==> src/rtl/cpc_sync_int.sv <==
// CPC Gate Array raster interrupt and monitor sync generator.
// Counts CRTC HSYNC falling edges into a 52-line interrupt counter and resyncs it to VSYNC.
module cpc_sync_int (
  input  logic       CLOCK,
  input  logic       RESET,
  input  logic       CLKEN,
  input  logic       HSYNC_I,
  input  logic       VSYNC_I,
  input  logic       INT_ACK,
  input  logic       IRQ_CLR,
  output logic       INT,
  output logic       HSYNC_O,
  output logic       VSYNC_O,
  output logic       CSYNC,
  output logic [5:0] LCNT
);

  localparam logic [5:0] LINES_PER_INT = 6'd52;
  localparam logic [1:0] VDLY_LOAD     = 2'd2;
  localparam logic [2:0] VCNT_LOAD     = 3'd4;
  localparam logic [2:0] HCNT_MAX      = 3'd7;

  logic       hs_d;
  logic       vs_d;
  logic [1:0] vdly;
  logic [2:0] hcnt;
  logic [2:0] vcnt;

  logic       hs_evt;
  logic       vs_start;
  logic       resync;
  logic [5:0] lcnt_ack;
  logic [5:0] lcnt_inc;
  logic       int_ack_v;
  logic       wrap;
  logic [5:0] lcnt_nxt;
  logic       int_nxt;

  assign hs_evt   = CLKEN & hs_d & ~HSYNC_I;
  assign vs_start = CLKEN & ~vs_d & VSYNC_I;
  assign resync   = hs_evt & (vdly == 2'd1);

  // The 52-line wrap is detected on the raw count so an acknowledge landing on
  // the wrapping line still raises the interrupt; everything else sees bit 5 cleared.
  always_comb begin
    lcnt_ack  = INT_ACK ? {1'b0, LCNT[4:0]} : LCNT;
    int_ack_v = INT_ACK ? 1'b0 : INT;
    lcnt_inc  = LCNT + 6'd1;
    wrap      = (lcnt_inc == LINES_PER_INT);
    lcnt_nxt  = lcnt_ack;
    int_nxt   = int_ack_v;
    if (IRQ_CLR) begin
      lcnt_nxt = 6'd0;
      int_nxt  = 1'b0;
    end else if (resync) begin
      lcnt_nxt = 6'd0;
      if (lcnt_ack[5]) int_nxt = 1'b1;
    end else if (hs_evt) begin
      if (wrap) begin
        lcnt_nxt = 6'd0;
        int_nxt  = 1'b1;
      end else begin
        lcnt_nxt = lcnt_ack + 6'd1;
      end
    end
  end

  always_ff @(posedge CLOCK or posedge RESET) begin
    if (RESET) begin
      LCNT <= 6'd0;
      INT  <= 1'b0;
    end else begin
      LCNT <= lcnt_nxt;
      INT  <= int_nxt;
    end
  end

  always_ff @(posedge CLOCK or posedge RESET) begin
    if (RESET) begin
      hs_d    <= 1'b0;
      vs_d    <= 1'b0;
      hcnt    <= 3'd0;
      HSYNC_O <= 1'b0;
      vdly    <= 2'd0;
      vcnt    <= 3'd0;
      VSYNC_O <= 1'b0;
    end else if (CLKEN) begin
      hs_d <= HSYNC_I;
      vs_d <= VSYNC_I;
      if (!HSYNC_I)             hcnt <= 3'd0;
      else if (hcnt != HCNT_MAX) hcnt <= hcnt + 3'd1;
      // Monitor HSYNC is delayed two ticks and cut off after four.
      HSYNC_O <= HSYNC_I && (hcnt >= 3'd2) && (hcnt <= 3'd5);
      // A coincident HSYNC event consumes the old vdly before the reload wins.
      if (vs_start)                    vdly <= VDLY_LOAD;
      else if (hs_evt && vdly != 2'd0) vdly <= vdly - 2'd1;
      if (!VSYNC_I) begin
        VSYNC_O <= 1'b0;
      end else if (resync) begin
        VSYNC_O <= 1'b1;
        vcnt    <= VCNT_LOAD;
      end else if (hs_evt && VSYNC_O) begin
        vcnt <= vcnt - 3'd1;
        if (vcnt == 3'd1) VSYNC_O <= 1'b0;
      end
    end
  end

  assign CSYNC = ~(HSYNC_O ^ VSYNC_O);

endmodule
==> config.mk <==
export PLATFORM = sky130hd
export DESIGN_NAME = cpc_sync_int
export DESIGN_NICKNAME = d
export VERILOG_FILES = /design/src/rtl/cpc_sync_int.sv
export SDC_FILE = /design/constraint.sdc
export NUM_CORES = 1
export LEC_CHECK = 0
export CORE_UTILIZATION = 55
export CTS_CLUSTER_SIZE = 30
export DETAILED_ROUTE_END_ITERATION = 7
export GPL_TIMING_DRIVEN = 0
export PLACE_DENSITY_LB_ADDON = 0.2
export SLEW_MARGIN = 20
export SYNTH_ARGS = -nofsm -noshare
export SYNTH_HDL_FRONTEND = slang
export SYNTH_SLANG_ARGS = --single-unit
==> constraint.sdc <==
create_clock -name CLOCK -period 2.7 [get_ports CLOCK]
set_input_delay 0.54 -clock CLOCK [delete_from_list [all_inputs] [get_ports CLOCK]]
set_output_delay 0.54 -clock CLOCK [all_outputs]
set_load 0.005 [all_outputs]
* Word level (Yosys, flattened, before mapping) *
Index checks and enable logic that the tools add are counted.

storage, ports and cells
  flip-flop bits (word level) = 19
  output and inout bits = 10
  word-level logic and storage cells = 64

operators by class
  add/sub/neg operators = 5
  magnitude comparators = 2
  equality and inequality tests = 7
  multiplexer cells = 21
  bitwise logic cells = 9
  reductions and logical operators = 11

operators by type and width
  kind                   count
  $mux W6                5
  $add A6 B1 Y6 const B  2
  $mux W3                4
  $mux W1                10
  $eq A6 B6 Y1 const B   1
  $ne A3 B1 Y1 const B   2
  $reduce_and A3 Y1      2
  $reduce_bool A2 Y1     3
  $and A1 B1 Y1          5
  $logic_and A1 B1 Y1    4
  $mux W2                2
  $reduce_and A2 Y1      2
  $add A3 B1 Y3 const B  1
  $eq A3 B1 Y1 const B   1
  $ge A3 B2 Y1 const B   1
  $le A3 B3 Y1 const B   1
  $ne A3 B3 Y1 const B   1
  $not A1 Y1             3
  $sub A3 B1 Y3 const B  1
  $eq A2 B1 Y1 const B   1
  $ne A2 B1 Y1 const B   1
  $sub A2 B1 Y2 const B  1
  $xor A1 B1 Y1          1

* Longest topological paths before layout *
  word-level depth = 6
  depth in mapped cells = 7
  depth with buffers taken out = 6

* Worst setup path after synthesis *
Ideal clock, no wire load.

  kind = input port to flip-flop
  from = input port HSYNC_I
  to = register VSYNC_O
  library setup time = 0.129 ns
  arrival = 1.259 ns
  required time = 2.571 ns
  path slack = 1.311 ns
  stages = 6
  cells stage by stage = buf_6 > and3b_1 > buf_2 > nand3b_1 > a32oi_1 > o22ai_1

between the ends
  word-level cells in the longest chain between the ends = 5
  elaborated cells between the ends (all ways) = 9
  those cells by class = eq/ne: 2; mux: 2; bitwise: 3; reduce/logical: 2

RTL lines
  item                                                           line     RTL
  start: declaration                                             7        input logic HSYNC_I,
  $not A1 Y1 (*)                                                 39       assign hs_evt = CLKEN & hs_d & ~HSYNC_I;
  $and A1 B1 Y1 (*)                                              39
  $and A1 B1 Y1 / $logic_and A1 B1 Y1 (equally long branches)    41, 102
  $ne A3 B1 Y1 (no line) / $mux W1 (equally long branches)       n/a
  $reduce_and A3 Y1 (no line) / $mux W1 (equally long branches)  n/a
  end signal: assignment                                         86       VSYNC_O <= 1'b0;
  end signal: assignment                                         98       VSYNC_O <= 1'b0;
  end signal: assignment                                         100      VSYNC_O <= 1'b1;
  end: declaration                                               13       output logic VSYNC_O,

Every way passes the cells marked *; elsewhere a longest branch is shown, timed or not.
A chain may end at the register's enable or synchronous reset.

* Worst setup path after layout *
  from = register VSYNC_O
  to = output port CSYNC

between the ends
  word-level cells in the longest chain between the ends = 2

RTL lines
  item              line  RTL
  $xor A1 B1 Y1     109   assign CSYNC = ~(HSYNC_O ^ VSYNC_O);
  $not A1 Y1        109
  end: declaration  14    output logic CSYNC,

No other way between the ends.

==> impl_metrics.py <==
metrics = {
    "layout": {
        "fill_cells": 165,
        "final_cell_area_mm2": 0.00134,
        "fin_util_pct": 68.8,
        "fin_cells": 169,
        "multi_input_area_um2": 589,
        "drive_gt1_share_pct": 7.04,
        "final_nets": 159,
        "area_growth_syn_to_layout_pct": 17.8,
        "layout.area.seq_um2": 475,
        "num_antenna_cells": 0,
    },
    "floorplanning": {
        "core_area_mm2": 0.00194,
        "die_w_um": 47.4,
        "die_h_um": 47.4,
        "dieArea_mm2": 0.00225,
        "initial_core_util_pct": 58.4,
        "rows": 16,
        "ios": 17,
    },
    "clock_tree": {
        "cts_sinks": 19,
        "clkTransAtPathRegs_ns": 0.12,
        "clock_latency_ns": 0.31,
        "htreeDepth": 1,
        "cts_tree": "yes",
        "root_buffer": "clkbuf_4",
        "cts_buffer_depth": 2,
        "postCtsSetupBuffers": 0,
        "ctsHoldBuffers": 0,
        "cts-resized-gates": 0,
        "cts_buffers": 3,
    },
    "drt": {
        "drc": 0,
        "routed_wl_um": 2280,
        "viasPerCell": 5.76,
        "wl_per_cell_um": 13.5,
        "ant_nets": 0,
        "drt_first_iter_violations": 21,
        "via_count": 973,
        "first_pass_iters": 4,
    },
    "grt": {
        "grt_use_total_pct": 23.9,
        "antenna_found_initial": 0,
        "first_global_vias": 905,
        "grt_max_degree": 20,
        "grt_pass1_wl_um": 3680,
        "grt.overflow.total": 0,
    },
    "sta": {
        "finalHoldViolCount": 0,
        "min_period_over_period_pct": 79.6,
        "worst_pin_slew_ns": 0.726,
        "finClkSkew_ns": 0.00523,
        "setup-tns-final_ns": 0,
        "drv_slew": 0,
        "setup_viol": 0,
        "rsz0062_at_grt": "no",
        "period_minus_slack_ns": 2.15,
        "max_slew_margin_pct": 51.5,
        "timing.fmax_mhz": 465,
    },
    "setup_path": {
        "worst-path-buf-inv": 2,
        "critPathRequiredTime_ns": 2.16,
        "cp-start-kind": "flop",
        "cp_cell_sequence": "clkbuf_1, xnor2_1, clkdlybuf4s50_1",
        "slowest_stage": "clkdlybuf4s50_1",
        "crit_type": "flop to output pin",
        "cp-end-kind": "output pin",
        "cp.arrival_ns": 1.61,
        "worstPathMaxFanout": 7,
        "crit_family": "buffers and inverters",
        "cp_slowest_stage_delay_ns": 0.51,
    },
    "flow_run": {
        "max_cap_viol_count": 0,
    },
    "yosys": {
        "syn_nets": 140,
        "yosysTopAreaCellShare_pct": 41.9,
        "synth-edff-count": 0,
        "synth_seq_cells": 19,
        "synth.most_common_cell": "dfrtp_1",
        "syn_inst": 124,
        "synth-seq-area-share_pct": 41.9,
        "synth_warnings": 0,
        "synth_cell_types": 33,
        "syn_area_per_cell_um2": 9.15,
        "synth_top_area_cell": "dfrtp_1",
        "synth_commonest_cells": "dfrtp_1 (19), nand2_1 (14), o21ai_0 (14)",
        "netlist_area_mm2": 0.00113,
        "synthFlopType": "dfrtp_1",
        "synth_area_leaders": "dfrtp_1 (42%), ha_1 (9.9%), o21ai_0 (6.2%)",
        "async_flop_share_pct": 100,
    },
    "run_status": {
        "status": "finished clean",
    },
    "placement": {
        "gp_congestion": 0.856,
        "placed_cells": 165,
        "hpwl_um": 1700,
        "portBuffers": 14,
        "placed_area_mm2": 0.00131,
    },
    "hold_path": {
        "hold_path.class": "input port to flop",
    },
    "power": {
        "p_leak_nw": 0.602,
        "vdd_drop_max_uv": 570,
        "p_per_area_mw_per_mm2": 575,
    },
}
report_power, final:
group,switching [mW],internal (mW),total [mW],leakage (nW)
logic,0.127,0.116,0.242,0.335
registers,0.0406,0.335,0.376,0.249
clock network,0.0956,0.0553,0.151,0.0177
final cells by class:
| type | instances | share of cell area (%) |
|---|---|---|
| Buffer | 6 | 2.43 |
| Clock buffer | 3 | 1.69 |
| Clock inverter | 1 | 0.375 |
| Inverter | 10 | 2.81 |
| Multi-Input combinational cell | 89 | 44.1 |
| Sequential cell | 19 | 35.6 |
| Tap cell | 27 | 2.53 |
| Timing Repair Buffer | 14 | 10.5 |
logic make-up (layout without fill, tap and decap cells):
kind of cell / after synthesis / in the layout / share of synthesized area [%]
simple gates: 44 / 44 / 21.6
compound gates: 31 / 31 / 16.0
flops: 19 / 19 / 41.9
buf+inv: 16 / 34 / 6.17
fa+ha+maj: 9 / 9 / 9.92
mux: 3 / 3 / 2.87
xor+xnor: 2 / 2 / 1.54
worst register-to-register path, cell delays in order (launching register included):
cell and delay [ns]:
dfrtp_1 0.38, inv_1 0.10, ha_1 0.22, clkbuf_1 0.35
o21ai_0 0.13, a32oi_1 0.16, nor2_1 0.07
path summary, 6_finish.rpt:
path / startpoint / to / slack, ns / depth (start not counted)
setup / recovery: VSYNC_O / CSYNC / 0.55 / 3
hold / removal: HSYNC_I / hcnt[1] / 0.47 / 3
setup reg to reg: vdly[1] / LCNT[2] / 1.18 / 6
hold reg to reg: vcnt[2] / vcnt[2] / 0.51 / 1
max in group asynchronous: RESET / hs_d / 1.60 / 2
min in group asynchronous: RESET / hcnt[2] / 0.64 / 2
metrics by stage:
step,setup slack [ns],hold WS [ns],power [mW]
floorplan,1.31,0.460,0.532
global placement,0.773,0.492,0.600
detailed placement,0.687,0.489,0.624
CTS,0.551,0.472,0.771
global route,0.434,0.480,0.826
finish,0.550,0.472,0.769
state kept, by name, indices dropped and copies added, names as in the netlist:
| signal | flops |
|---|---|
| HSYNC_O | 1 |
| INT | 1 |
| LCNT | 6 |
| VSYNC_O | 1 |
| hcnt | 3 |
| hs_d | 1 |
| vcnt | 3 |
| vdly | 2 |
| vs_d | 1 |
cell usage in the layout (no fill, tap or decap), types with 3 or more instances in the layout:
master           count
dfrtp_1             19
ha_1                 9
a21oi_1              8
inv_1               10
clkdlybuf4s50_1     14
o21ai_0             14
nand3b_1             6
nor2_1              10
nand2_1             14
nand4b_1             3
clkbuf_4             3
layer usage:
metal | track usage, % | up-vias | share of wire [%]
met3 | 5.66 | 5 | 4.2
met5 | 0 | - | 0
li1 | - | 471 | -
met1 | 28.1 | 472 | 43
met4 | 9.71 | 0 | 1.3
met2 | 41.9 | 25 | 51
(Power assumes the default switching activity.)
==> variant 1 (same settings) <==
Register the output `VSYNC_O` once more, cleared by the reset; this adds one clock of latency there. The other outputs are not delayed to match.
--- a/src/rtl/cpc_sync_int.sv
+++ b/src/rtl/cpc_sync_int.sv
@@ -21,2 +21,4 @@
   localparam logic [2:0] HCNT_MAX      = 3'd7;
+
+  logic VSYNC_O_s0;
 
@@ -85,3 +87,3 @@
       vcnt    <= 3'd0;
-      VSYNC_O <= 1'b0;
+      VSYNC_O_s0 <= 1'b0;
     end else if (CLKEN) begin
@@ -97,9 +99,9 @@
       if (!VSYNC_I) begin
-        VSYNC_O <= 1'b0;
+        VSYNC_O_s0 <= 1'b0;
       end else if (resync) begin
-        VSYNC_O <= 1'b1;
+        VSYNC_O_s0 <= 1'b1;
         vcnt    <= VCNT_LOAD;
-      end else if (hs_evt && VSYNC_O) begin
+      end else if (hs_evt && VSYNC_O_s0) begin
         vcnt <= vcnt - 3'd1;
-        if (vcnt == 3'd1) VSYNC_O <= 1'b0;
+        if (vcnt == 3'd1) VSYNC_O_s0 <= 1'b0;
       end
@@ -108,3 +110,11 @@
 
-  assign CSYNC = ~(HSYNC_O ^ VSYNC_O);
+  assign CSYNC = ~(HSYNC_O ^ VSYNC_O_s0);
+
+  always_ff @(posedge CLOCK or posedge RESET) begin
+    if (RESET) begin
+      VSYNC_O <= '0;
+    end else begin
+      VSYNC_O <= VSYNC_O_s0;
+    end
+  end
 
Check against the original RTL: not equivalent (a bounded check fails within 10 cycles, from zero or initial values and one cycle with RESET high).
==> variant 1 against the original RTL <==
- final area is 3.7% higher
- routed wire length is 2.9% lower
- via count is 1.1% lower
- worst setup slack worse by 0.0059 ns
- power is 14% higher
- sequential cell count is 1 higher
- area after synthesis is 2.2% higher
- highest routed layer unchanged
==> variant 1: results (changes against the original RTL) <==
----------------------------------------------------
[Run status]
  Outcome ... finished clean

[Cells and area]
  Fraction of final layout cells with drive strength greater than 1 ... 0.06993 (-0.0004925)

[Pwr]
  Peak supply drop ... 0.5802 mV (+1.7%)
  Leakage power ... 0.6255 nW (+3.9%)

[Global route]
  Via count of the first global-routing pass ... 886 (-2.1%)
  Met2 track utilization from global routing ... 0.4189 (about the same)
  All-Layer GR Usage ... 0.2278 (-0.01172)
  Largest net degree at the start of global routing ... 21 (+5.0%)
  Wire length of the first global-routing pass ... 3.657 mm (-0.73%)
  Global routing usage on met1 ... 0.2740 (-0.007245)

[Placement]
  Placed wire-length estimate after detailed placement ... 1.677 mm (-1.6%)
  Total cell area at the placement stage ... 1334 um^2 (+1.9%)
  Dpl ws ... 0.7577 ns (+0.07077 ns)

[Route]
  Via count normalized by instance count ... 5.659 (-1.7%)
  Met2 wirelength from detailed routing ... 1.113 mm (-4.5%)
  Total via count after detailed routing ... 962 (-1.1%)
  Initial drt markers ... 25 (+19%)
  Average wire per cell in the routed design ... 13.02 um (-3.5%)

[STA]
  Worst hold-check slack ... 0.3924 ns (-0.07925 ns)
  Maximum clock skew at final layout ... 0.01475 ns (+0.009513 ns)
  Max Clock Freq ... 463.9 MHz (-0.27%)
  Headroom to the max-slew limit ... 0.4814 (-0.03386)

[Logic synthesis]
  Commonest cells in the synthesized netlist ... 20 x dfrtp_1, 14 x nand2_1, 14 x o21ai_0
  Ranking of synthesized cells by area ... dfrtp_1 43%, ha_1 9.7%, o21ai_0 6.0%
  Share of synthesized area occupied by flip-flops and latches ... 0.4315 (+0.01254)
  Total nets after synthesis ... 141 (+0.71%)

[Worst hold path]
  Path category of the worst min-delay check ... flop to flop
  End point of the most critical hold path ... VSYNC_O$_DFF_PP0_
  Hold Path Origin ... VSYNC_O_s0$_DFFE_PP0P_

[Setup path]
  R2r setup slk ... 1.12 ns (-0.06 ns)
  Worst setup path startpoint ... VSYNC_O_s0$_DFFE_PP0P_

----------------------------------------------------
-- variant 1: cells by family after synthesis --
group / count (synthesis) / share of synthesized area
AO/OA/AOI/OAI: 31 / 0.1564
XOR/XNOR: 2 / 0.01511
adder cells (fa/ha/maj): 9 / 0.09709
buffers and inverters: 16 / 0.06041
flip-flops: 20 / 0.4315
multiplexers: 3 / 0.02805
AND/OR/NAND/NOR: 44 / 0.2114
-- variant 1: layout make-up --
cell class                 count  share of cell area
tap                           27             0.02437
clock buffer                   3             0.01625
inverter                      10             0.02708
clock inverter                 1             0.02166
sequential                    20              0.3610
multi-input combinational     89              0.4251
timing repair buffer          14              0.1011
buffer                         6             0.02347
-- variant 1: where the power goes --
part	internal [mW]	switching [mW]	leakage [nW]	total (mW)
Combinational	0.114	0.123	0.335	0.237
Clock	0.150	0.0961	0.0279	0.246
Sequential	0.354	0.0426	0.262	0.396
Total	0.618	0.262	0.626	0.880
==> variant 2 (same flow settings) <==
Made on the original files. `HCNT_MAX`: 3'd7 -> 3'd6.
--- a/src/rtl/cpc_sync_int.sv
+++ b/src/rtl/cpc_sync_int.sv
@@ -20,3 +20,3 @@
   localparam logic [2:0] VCNT_LOAD     = 3'd4;
-  localparam logic [2:0] HCNT_MAX      = 3'd7;
+  localparam logic [2:0] HCNT_MAX      = 3'd6;
 
Behaviour: same outputs for any inputs over 10 cycles, from zero or initial values and one cycle with RESET high; that may be too few to reach the edited logic, so the function may still have changed.
==> variant 2 against the original RTL <==
- worst setup slack got worse by 0.034 ns
- die area up 0.85%
- global-route usage decreased by 0.25 points
- routed wire length grew 1.7%
- sequential share of layout area is 0.23 points lower
- register-to-register slack lost 0.03 ns
- clock skew decreased by 0.0022 ns
- area after synthesis up 0.88%
- non-clock buffer count did not move
- first-iteration DRC count down 33%
- power is 0.57% higher
- fmax decreased by 1.5%
- sequential cell count unchanged
- final area increased by 0.66%
==> variant 2: results (changes against the original RTL) <==
----------------------------------------------------
[Run status]
  Outcome ... finished clean

[Global route]
  Via count of the first global-routing pass ... 884 (-2.3%)
  Global routing usage on met1 ... 0.2857 (+0.004464)
  Met3 layer usage reported by global route ... 0.04906 (-0.007547)
  Initial antenna violation count ... 0 (unchanged)
  Wire length of the first global-routing pass ... 3.657 mm (-0.73%)
  All-Layer GR Usage ... 0.2370 (-0.002485)
  Met2 track utilization from global routing ... 0.4082 (-0.01096)
  Largest net degree at the start of global routing ... 20 (unchanged)

[Cells and area]
  Final #Nets ... 156 (-1.9%)
  Largest registers ... LCNT: 6 flops, hcnt: 3 flops, vcnt: 3 flops
  Fraction of final layout cells with drive strength greater than 1 ... 0.07143 (+0.001006)

[CTS]
  Level count of the clock H-tree ... 1 (unchanged)
  Post-CTS repair timing setup buffer count ... 0 (unchanged)
  Count of instances resized after the clock tree is built ... 0 (unchanged)
  Clk Latency, worst-skew pair ... about 0.3 ns
  CTS clock-pin slew for the worst setup and hold paths ... 0.10 ns (-0.02 ns)

[Logic synthesis]
  Share of synthesized area occupied by flip-flops and latches ... 0.4153 (-0.003663)
  Ranking of synthesized cells by area ... dfrtp_1 42%, ha_1 8.7%, o21ai_0 4.8%
  Yosys cell types ... 34 (+3.0%)
  Async SR Flop Fraction ... 1.000 (unchanged)
  Commonest cells in the synthesized netlist ... 19 x dfrtp_1, 11 x o21ai_0
  Warnings from Yosys ... 0 (unchanged)
  Total nets after synthesis ... 137 (-2.1%)

[Placement]
  Dpl ws ... 0.7188 ns (+0.03181 ns)
  Placed wire-length estimate after detailed placement ... 1.688 mm (-0.95%)
  Final RePlAce weighted congestion ... 0.8350 (-2.4%)
  Buffers on Ports ... 14 (unchanged)
  Total cell area at the placement stage ... 1319 um^2 (+0.76%)

[Route]
  Initial drt markers ... 14 (-33%)
  TritonRoute pass-1 iters ... 4 (unchanged)
  Average wire per cell in the routed design ... 13.88 um (+2.9%)
  Total via count after detailed routing ... 931 (-4.3%)

[Pwr]
  Peak supply drop ... 0.4439 mV (-22%)
  Leakage power ... 0.6070 nW (+0.86%)

[Setup path]
  Arrival time at the worst endpoint ... 1.64 ns (+0.03 ns)
  Cell family with most CP delay ... buffers and inverters

[STA]
  Headroom to the max-slew limit ... 0.4971 (-0.01820)
  Maximum clock skew at final layout ... 0.003048 ns (-0.002184 ns)
  Pins Over Slew Limit ... 0 (unchanged)

[Worst hold path]
  Path category of the worst min-delay check ... flop to flop

----------------------------------------------------
[variant 2: cell types whose count changed in the layout (fill, tap and decap cells not counted), moves of 2 or more]
cell	unedited run	this run
mux2i_1	1	3
a21oi_1	8	10
nand2_1	14	10
o21ai_0	14	11
[variant 2: worst reg2reg max path, cell delays in order, from the launching register on]
cell and delay, ns:
dfrtp_1 0.41, ha_1 0.23, nor2b_2 0.19, nand4b_1 0.23
o32a_1 0.35, nor2_1 0.08
[variant 2: per-stage QoR]
step	instances	util	hold WS, ns
4_1_cts	167	0.6856	0.5041
5_1_grt	167	0.6856	0.5182
2_1_floorplan	122	-	0.4604
3_5_place_dp	163	0.6722	0.4897
6_report	167	0.6856	0.5035
3_3_place_gp	163	0.6722	0.4757
[variant 2: area by class of cell]
cell class	count	area (um^2)
Multi-Input combinational cell	87	593.1
Tap cell	27	33.78
Inverter	10	37.54
Buffer	6	38.79
Fill cell	174	616.8
Sequential cell	19	475.5
Timing Repair Buffer	14	140.1
Clock buffer	4	26.28
[variant 2: final timing paths]
path / slack, ns / end / cells past startpoint / from
setup / recovery: 0.52 / CSYNC / 3 / VSYNC_O$_DFFE_PP0P_
hold / removal: 0.50 / vcnt[2]$_DFFE_PP0P_ / 1 / vcnt[2]$_DFFE_PP0P_
setup reg to reg: 1.15 / INT$_DFF_PP0_ / 5 / LCNT[0]$_DFFE_PP0P_
hold reg to reg: 0.50 / vcnt[2]$_DFFE_PP0P_ / 1 / vcnt[2]$_DFFE_PP0P_
max in group asynchronous: 1.57 / INT$_DFF_PP0_ / 2 / RESET
min in group asynchronous: 0.67 / hcnt[2]$_DFFE_PP0P_ / 2 / RESET
[variant 2: logic make-up (layout without fill, tap and decap cells)]
kind of cell             count (synthesis)  in the layout  share of synthesized area
AND/OR/NAND/NOR                         42             42                     0.2153
AO/OA/AOI/OAI                           30             30                     0.1541
flip-flops                              19             19                     0.4153
buffers and inverters                   16             34                    0.06666
adder cells (fa/ha/maj)                  8              8                    0.08744
multiplexers                             5              5                    0.04590
XOR/XNOR                                 2              2                    0.01530
[variant 2: power breakdown]
group / internal, mW / switching, mW
Clock: 0.0576 / 0.0874
Sequential: 0.336 / 0.0417
Combinational: 0.122 / 0.129
[variant 2: per-layer routing]
layer / up-vias / wire (um) / share of wire
met2: 19 / 1136 / 0.49
met4: 0 / 46 / 0.020
met5: - / 0 / 0
met1: 440 / 1040 / 0.45
li1: 468 / - / -
met3: 4 / 94 / 0.041
